===== src/rtl/arb_pkg.sv =====
// Shared constants and types for the round-robin grant encoder.
// ARB_TIMEOUT_EN (optional) enables the forced release after MAX_HOLD busy cycles.
package arb_pkg;

    localparam int N_REQ    = 8;
    localparam int IDX_W    = $clog2(N_REQ);
    localparam int MAX_HOLD = 16;
    localparam int HOLD_W   = $clog2(MAX_HOLD);

    typedef enum logic {IDLE, BUSY} state_t;

    typedef logic [N_REQ-1:0] req_vec_t;
    typedef logic [IDX_W-1:0] idx_t;

endpackage


===== src/rtl/rr_grant_encoder_onehot_to_idx.sv =====
// One-hot to binary index converter; for multi-hot input the lowest set bit wins, zero gives 0.
module onehot_to_idx
    import arb_pkg::*;
(
    input  req_vec_t onehot,
    output idx_t     idx
);

    // Descending scan so the lowest set bit is the last assignment.
    always_comb begin
        idx = '0;
        for (int i = N_REQ - 1; i >= 0; i--) begin
            if (onehot[i]) idx = idx_t'(i);
        end
    end

endmodule


===== src/rtl/rr_grant_encoder.sv =====
// Round-robin arbiter for 8 requesters with registered one-hot grant and index.
// Define ARB_TIMEOUT_EN to force a release after MAX_HOLD busy cycles.
module rr_grant_encoder
    import arb_pkg::*;
(
    input  logic     clk,
    input  logic     rst_n,
    input  req_vec_t req,
    input  logic     rel,
    output req_vec_t gnt,
    output idx_t     gnt_idx,
    output logic     gnt_valid,
    output logic     timeout
);

    state_t   state;
    idx_t     ptr;
    idx_t     arb_ptr;
    idx_t     win_idx;
    req_vec_t win;
    logic     release_now;
    logic     force_rel;

`ifdef ARB_TIMEOUT_EN
    logic [HOLD_W-1:0] hold_cnt;

    // rel in the limit cycle wins: it is an ordinary release and no timeout is flagged.
    assign force_rel = (state == BUSY) && (hold_cnt == HOLD_W'(MAX_HOLD - 1)) && !rel;

    always_ff @(posedge clk or negedge rst_n) begin
        if (!rst_n) begin
            hold_cnt <= '0;
            timeout  <= 1'b0;
        end else begin
            timeout <= force_rel;
            if (state == IDLE || release_now) hold_cnt <= '0;
            else                              hold_cnt <= hold_cnt + 1'b1;
        end
    end
`else
    assign force_rel = 1'b0;
    assign timeout   = 1'b0;
`endif

    assign release_now = (state == BUSY) && (rel || force_rel);

    // On release the old owner drops to lowest priority in the same cycle's arbitration.
    always_comb begin
        idx_t j;
        arb_ptr = release_now ? idx_t'(gnt_idx + idx_t'(1)) : ptr;
        win     = '0;
        j       = '0;
        for (int k = N_REQ - 1; k >= 0; k--) begin
            j = arb_ptr + idx_t'(k);
            if (req[j]) begin
                win    = '0;
                win[j] = 1'b1;
            end
        end
    end

    onehot_to_idx u_win_enc (
        .onehot (win),
        .idx    (win_idx)
    );

    always_ff @(posedge clk or negedge rst_n) begin
        if (!rst_n) begin
            state     <= IDLE;
            ptr       <= '0;
            gnt       <= '0;
            gnt_idx   <= '0;
            gnt_valid <= 1'b0;
        end else if (state == IDLE || release_now) begin
            if (release_now) ptr <= arb_ptr;
            if (|req) begin
                gnt       <= win;
                gnt_idx   <= win_idx;
                gnt_valid <= 1'b1;
                state     <= BUSY;
            end else begin
                gnt       <= '0;
                gnt_idx   <= '0;
                gnt_valid <= 1'b0;
                state     <= IDLE;
            end
        end
    end

endmodule

===== config.mk =====
export PLATFORM = sky130hd
export DESIGN_NAME = rr_grant_encoder
export DESIGN_NICKNAME = d
export VERILOG_FILES = /design/src/rtl/arb_pkg.sv /design/src/rtl/rr_grant_encoder_onehot_to_idx.sv /design/src/rtl/rr_grant_encoder.sv
export SDC_FILE = /design/constraint.sdc
export NUM_CORES = 1
export LEC_CHECK = 0
export ABC_AREA = 1
export CORE_MARGIN = 5
export CORE_UTILIZATION = 54
export CTS_CLUSTER_SIZE = 24
export DETAILED_ROUTE_END_ITERATION = 16
export PLACE_DENSITY = 0.89
export SLEW_MARGIN = 30
export SYNTH_ARGS = -nofsm -noshare
export SYNTH_HDL_FRONTEND = slang
export SYNTH_SLANG_ARGS = --single-unit
export TNS_END_PERCENT = 30

===== constraint.sdc =====
create_clock -name clk -period 2.98 [get_ports clk]
set_input_delay 0.745 -clock clk [delete_from_list [all_inputs] [get_ports clk]]
set_output_delay 0.745 -clock clk [all_outputs]
set_load 0.01 [all_outputs]

==> flow_metrics.tcl <==
set metrics [dict create \
    drive_gt1_share_pct 28.66 \
    cp_max_fo 9 \
    synth_top_family_by_area "simple AND/OR/NAND/NOR gates" \
    ys_types 35 \
    ys_seq_area_share_pct 17.46 \
    cts_sinks 15 \
    clk_pin_slew_ns 0.06 \
    hold_class "flip-flop to flip-flop" \
    yosysMostFrequentCell "nand2_1" \
    yosys_warnings 0 \
    drt-total-wl_um 7533 \
    synth_compound_area_share_pct 15.02 \
    syn-cell-area_sq_mm 0.002150 \
    fin_crit_ns 2.829 \
    rr_worst_depth 21 \
    routed_via_density 5.683 \
    clk_path_buf_depth 2 \
    initial_utilization_pct 54.52 \
    hold_viol_final 0 \
    ctsHoldBuffers 0 \
    portBuffers 22 \
    die_area_sq_mm 0.005342 \
    synth_common_cells "nand2_1 (134), inv_1 (43), nand3_1 (43)" \
    die_h_um 73.09 \
    ys_async_sr_fraction_pct 100.0 \
    synthFlopType "dfrtp_1" \
    syn_inst 376 \
    fp-row-count 23 \
    synth_xor_area_share_pct 0 \
    finalCritPeriodShare_pct 94.94 \
    antennaDiodeCount 0 \
    fin_skew_ns 0.002483 \
    post-dp-hpwl_um 5981 \
    wl_per_cell_um 14.66 \
    synth_area_per_cell_sq_um 5.717 \
    nets 479 \
    drt_iter0_drc 342 \
    drtAntennaViolNets 0 \
    syn_nets 390 \
    synth.ff_latch_count 15 \
    area_growth_syn_to_layout_pct 38.59 \
    muxShareOfSynthArea_pct 0 \
    r2r_slack_ns 0.20 \
    drc 0 \
    yosys.area_share.simple_pct 53.78 \
    grt_max_degree 17 \
    critPathLaunch "rel" \
    r2r-end "gnt_idx[1]$_DFFE_PN0P_" \
    cp.arrival_ns 2.97 \
    grt_pass1_vias 2843 \
    setup_violations 0 \
    htreeDepth 1 \
    dr.pass1.iters 5 \
    overflow 0 \
    cts_made_buffers 3 \
    post_cts_buffers 0 \
    yosysTopAreaCell "nand2_1" \
    seqCellArea_sq_um 375.4 \
    cp_data_required_time_ns 3.12 \
    num-fill-cells 285 \
    root_buffer "clkbuf_8" \
    ios 24 \
    critPathCaptureType "flip-flop" \
    synth-edff-count 0 \
    clock_latency_ns 0.26 \
    cp-start-kind "input port" \
    die_w_um 73.09 \
    worst_hold_slack_ns 0.4758 \
    grt_use_total_pct 29.94 \
    relSlewSlack_pct 53.29 \
    synth.top_cell.area_share_pct 23.40 \
    core_region_area_sq_mm 0.003943 \
    vias 2921 \
    path_class "input port to flip-flop" \
    netlist_top_cells_area "nand2_1 (23%), dfrtp_1 (17%), nand3_1 (10%)" \
    antenna_found_initial 0 \
    synthAdderAreaFrac_pct 1.746 \
    place.gp.congestion 1.012 \
    cts_tree "built" \
    multi_input_area_sq_mm 0.001560 \
    tightest_slew_ns 0.6985 \
    slew_violations 0 \
    cp-endpoint "gnt_idx[1]$_DFFE_PN0P_" \
    timing.fmax_mhz 353.5 \
    grt_first_pass_wirelength_um 12750 \
    status "finished, final reports clean" \
    cap_viol_max_count 0 \
    r2r-start "gnt_idx[1]$_DFFE_PN0P_" \
]
## final cells by class
type                    count  area share, %
multi-input cells         303          52.37
repair buffers             93          25.12
flip-flops and latches     15          12.60
inverters                  49          6.258
well taps                  50          2.100
clock buffers               3          1.386
clock inverters             1         0.1680
## layout by cell type (no fill, tap or decap), types with 2 or more instances in the layout
master,n
ha_1,2
inv_2,4
nor2_2,2
o21bai_1,2
clkdlybuf4s50_1,21
clkbuf_8,3
o21ai_1,6
nand4_1,3
nor2_1,19
a21oi_1,14
o21ai_2,2
nand2_1,134
o21ai_4,2
dfrtp_1,15
o21ai_0,17
o211ai_1,2
nand3_2,7
nand2_4,9
nand3_1,42
inv_1,43
nand2_2,25
a21oi_2,2
buf_4,71
a31oi_1,4
## how the worst min path moves through the flow
stage | startpoint | endpoint | slack (ns) | cells past startpoint
floorplan | rst_n | gnt[0]$_DFFE_PN0P_ | 0.45 | 0
global placement | gnt[0]$_DFFE_PN0P_ | gnt[0]$_DFFE_PN0P_ | 0.46 | 2
detailed placement | gnt[6]$_DFFE_PN0P_ | gnt[6]$_DFFE_PN0P_ | 0.47 | 2
CTS | gnt[6]$_DFFE_PN0P_ | gnt[6]$_DFFE_PN0P_ | 0.48 | 2
global route | gnt[6]$_DFFE_PN0P_ | gnt[6]$_DFFE_PN0P_ | 0.49 | 2
finish | gnt[6]$_DFFE_PN0P_ | gnt[6]$_DFFE_PN0P_ | 0.48 | 2
## cell families (layout without fill, tap and decap cells)
group | count (synthesis) | count (layout)
AOI/OAI and AO/OA | 54 | 54
other | 1 | 1
and+or+nand+nor | 245 | 245
buffers and inverters | 58 | 146
adders and majority gates | 3 | 3
DFF | 15 | 15
## metrics by stage
step           setup WS, ns  cell area [sq um]  util [%]  std cells    TNS, ns
2_1_floorplan        0.1301               2150         -        376          0
3_3_place_gp        -0.4953               2898     73.50        510     -4.144
3_5_place_dp        -0.5190               2898     73.50        510     -4.772
4_1_cts             0.01859               2955     74.96        514          0
5_1_grt           -0.002016               2979     75.56        514  -0.002016
6_report             0.1509               2979     75.56        514          0
## critical path: stages
cell and delay [ns]:
clkbuf_2 0.17, nand2_4 0.09, buf_4 0.17, nand2_2 0.08, nand2_4 0.05, buf_4 0.18, nand2_4 0.10, nand2_2 0.08
nand2_2 0.08, nand2_2 0.08, o21ai_4 0.25, inv_4 0.08, o21ai_1 0.13, inv_1 0.06, nand2_1 0.07, nand2_2 0.06
nand2_1 0.06, o21ai_1 0.09, nor2_2 0.13, nand3_1 0.08, nand2_1 0.07, nand2_1 0.06
## timing repair
| action | 4_1_cts | 5_1_grt |
|---|---|---|
| gates resized for setup | 3 | 7 |
| setup endpoints to repair | 11 | 11 |
| pin swaps | 0 | 1 |
## flip-flops by register name (all words and copies together) (netlist names)
register,count
gnt,8
gnt_idx,3
ptr,3
state,1
## routing by layer
| layer | track usage, % | part of all wire (%) | vias to the layer above |
|---|---|---|---|
| met2 | 49.06 | 47 | 210 |
| met5 | 0 | 0 | - |
| met1 | 39.20 | 40 | 1288 |
| met4 | 13.11 | 3.8 | 0 |
| li1 | - | - | 1383 |
| met3 | 3.581 | 10 | 40 |
Power is left out: the tool's default activity adds up to more than one toggle a clock period on the data nets, which glitch-free logic cannot reach.
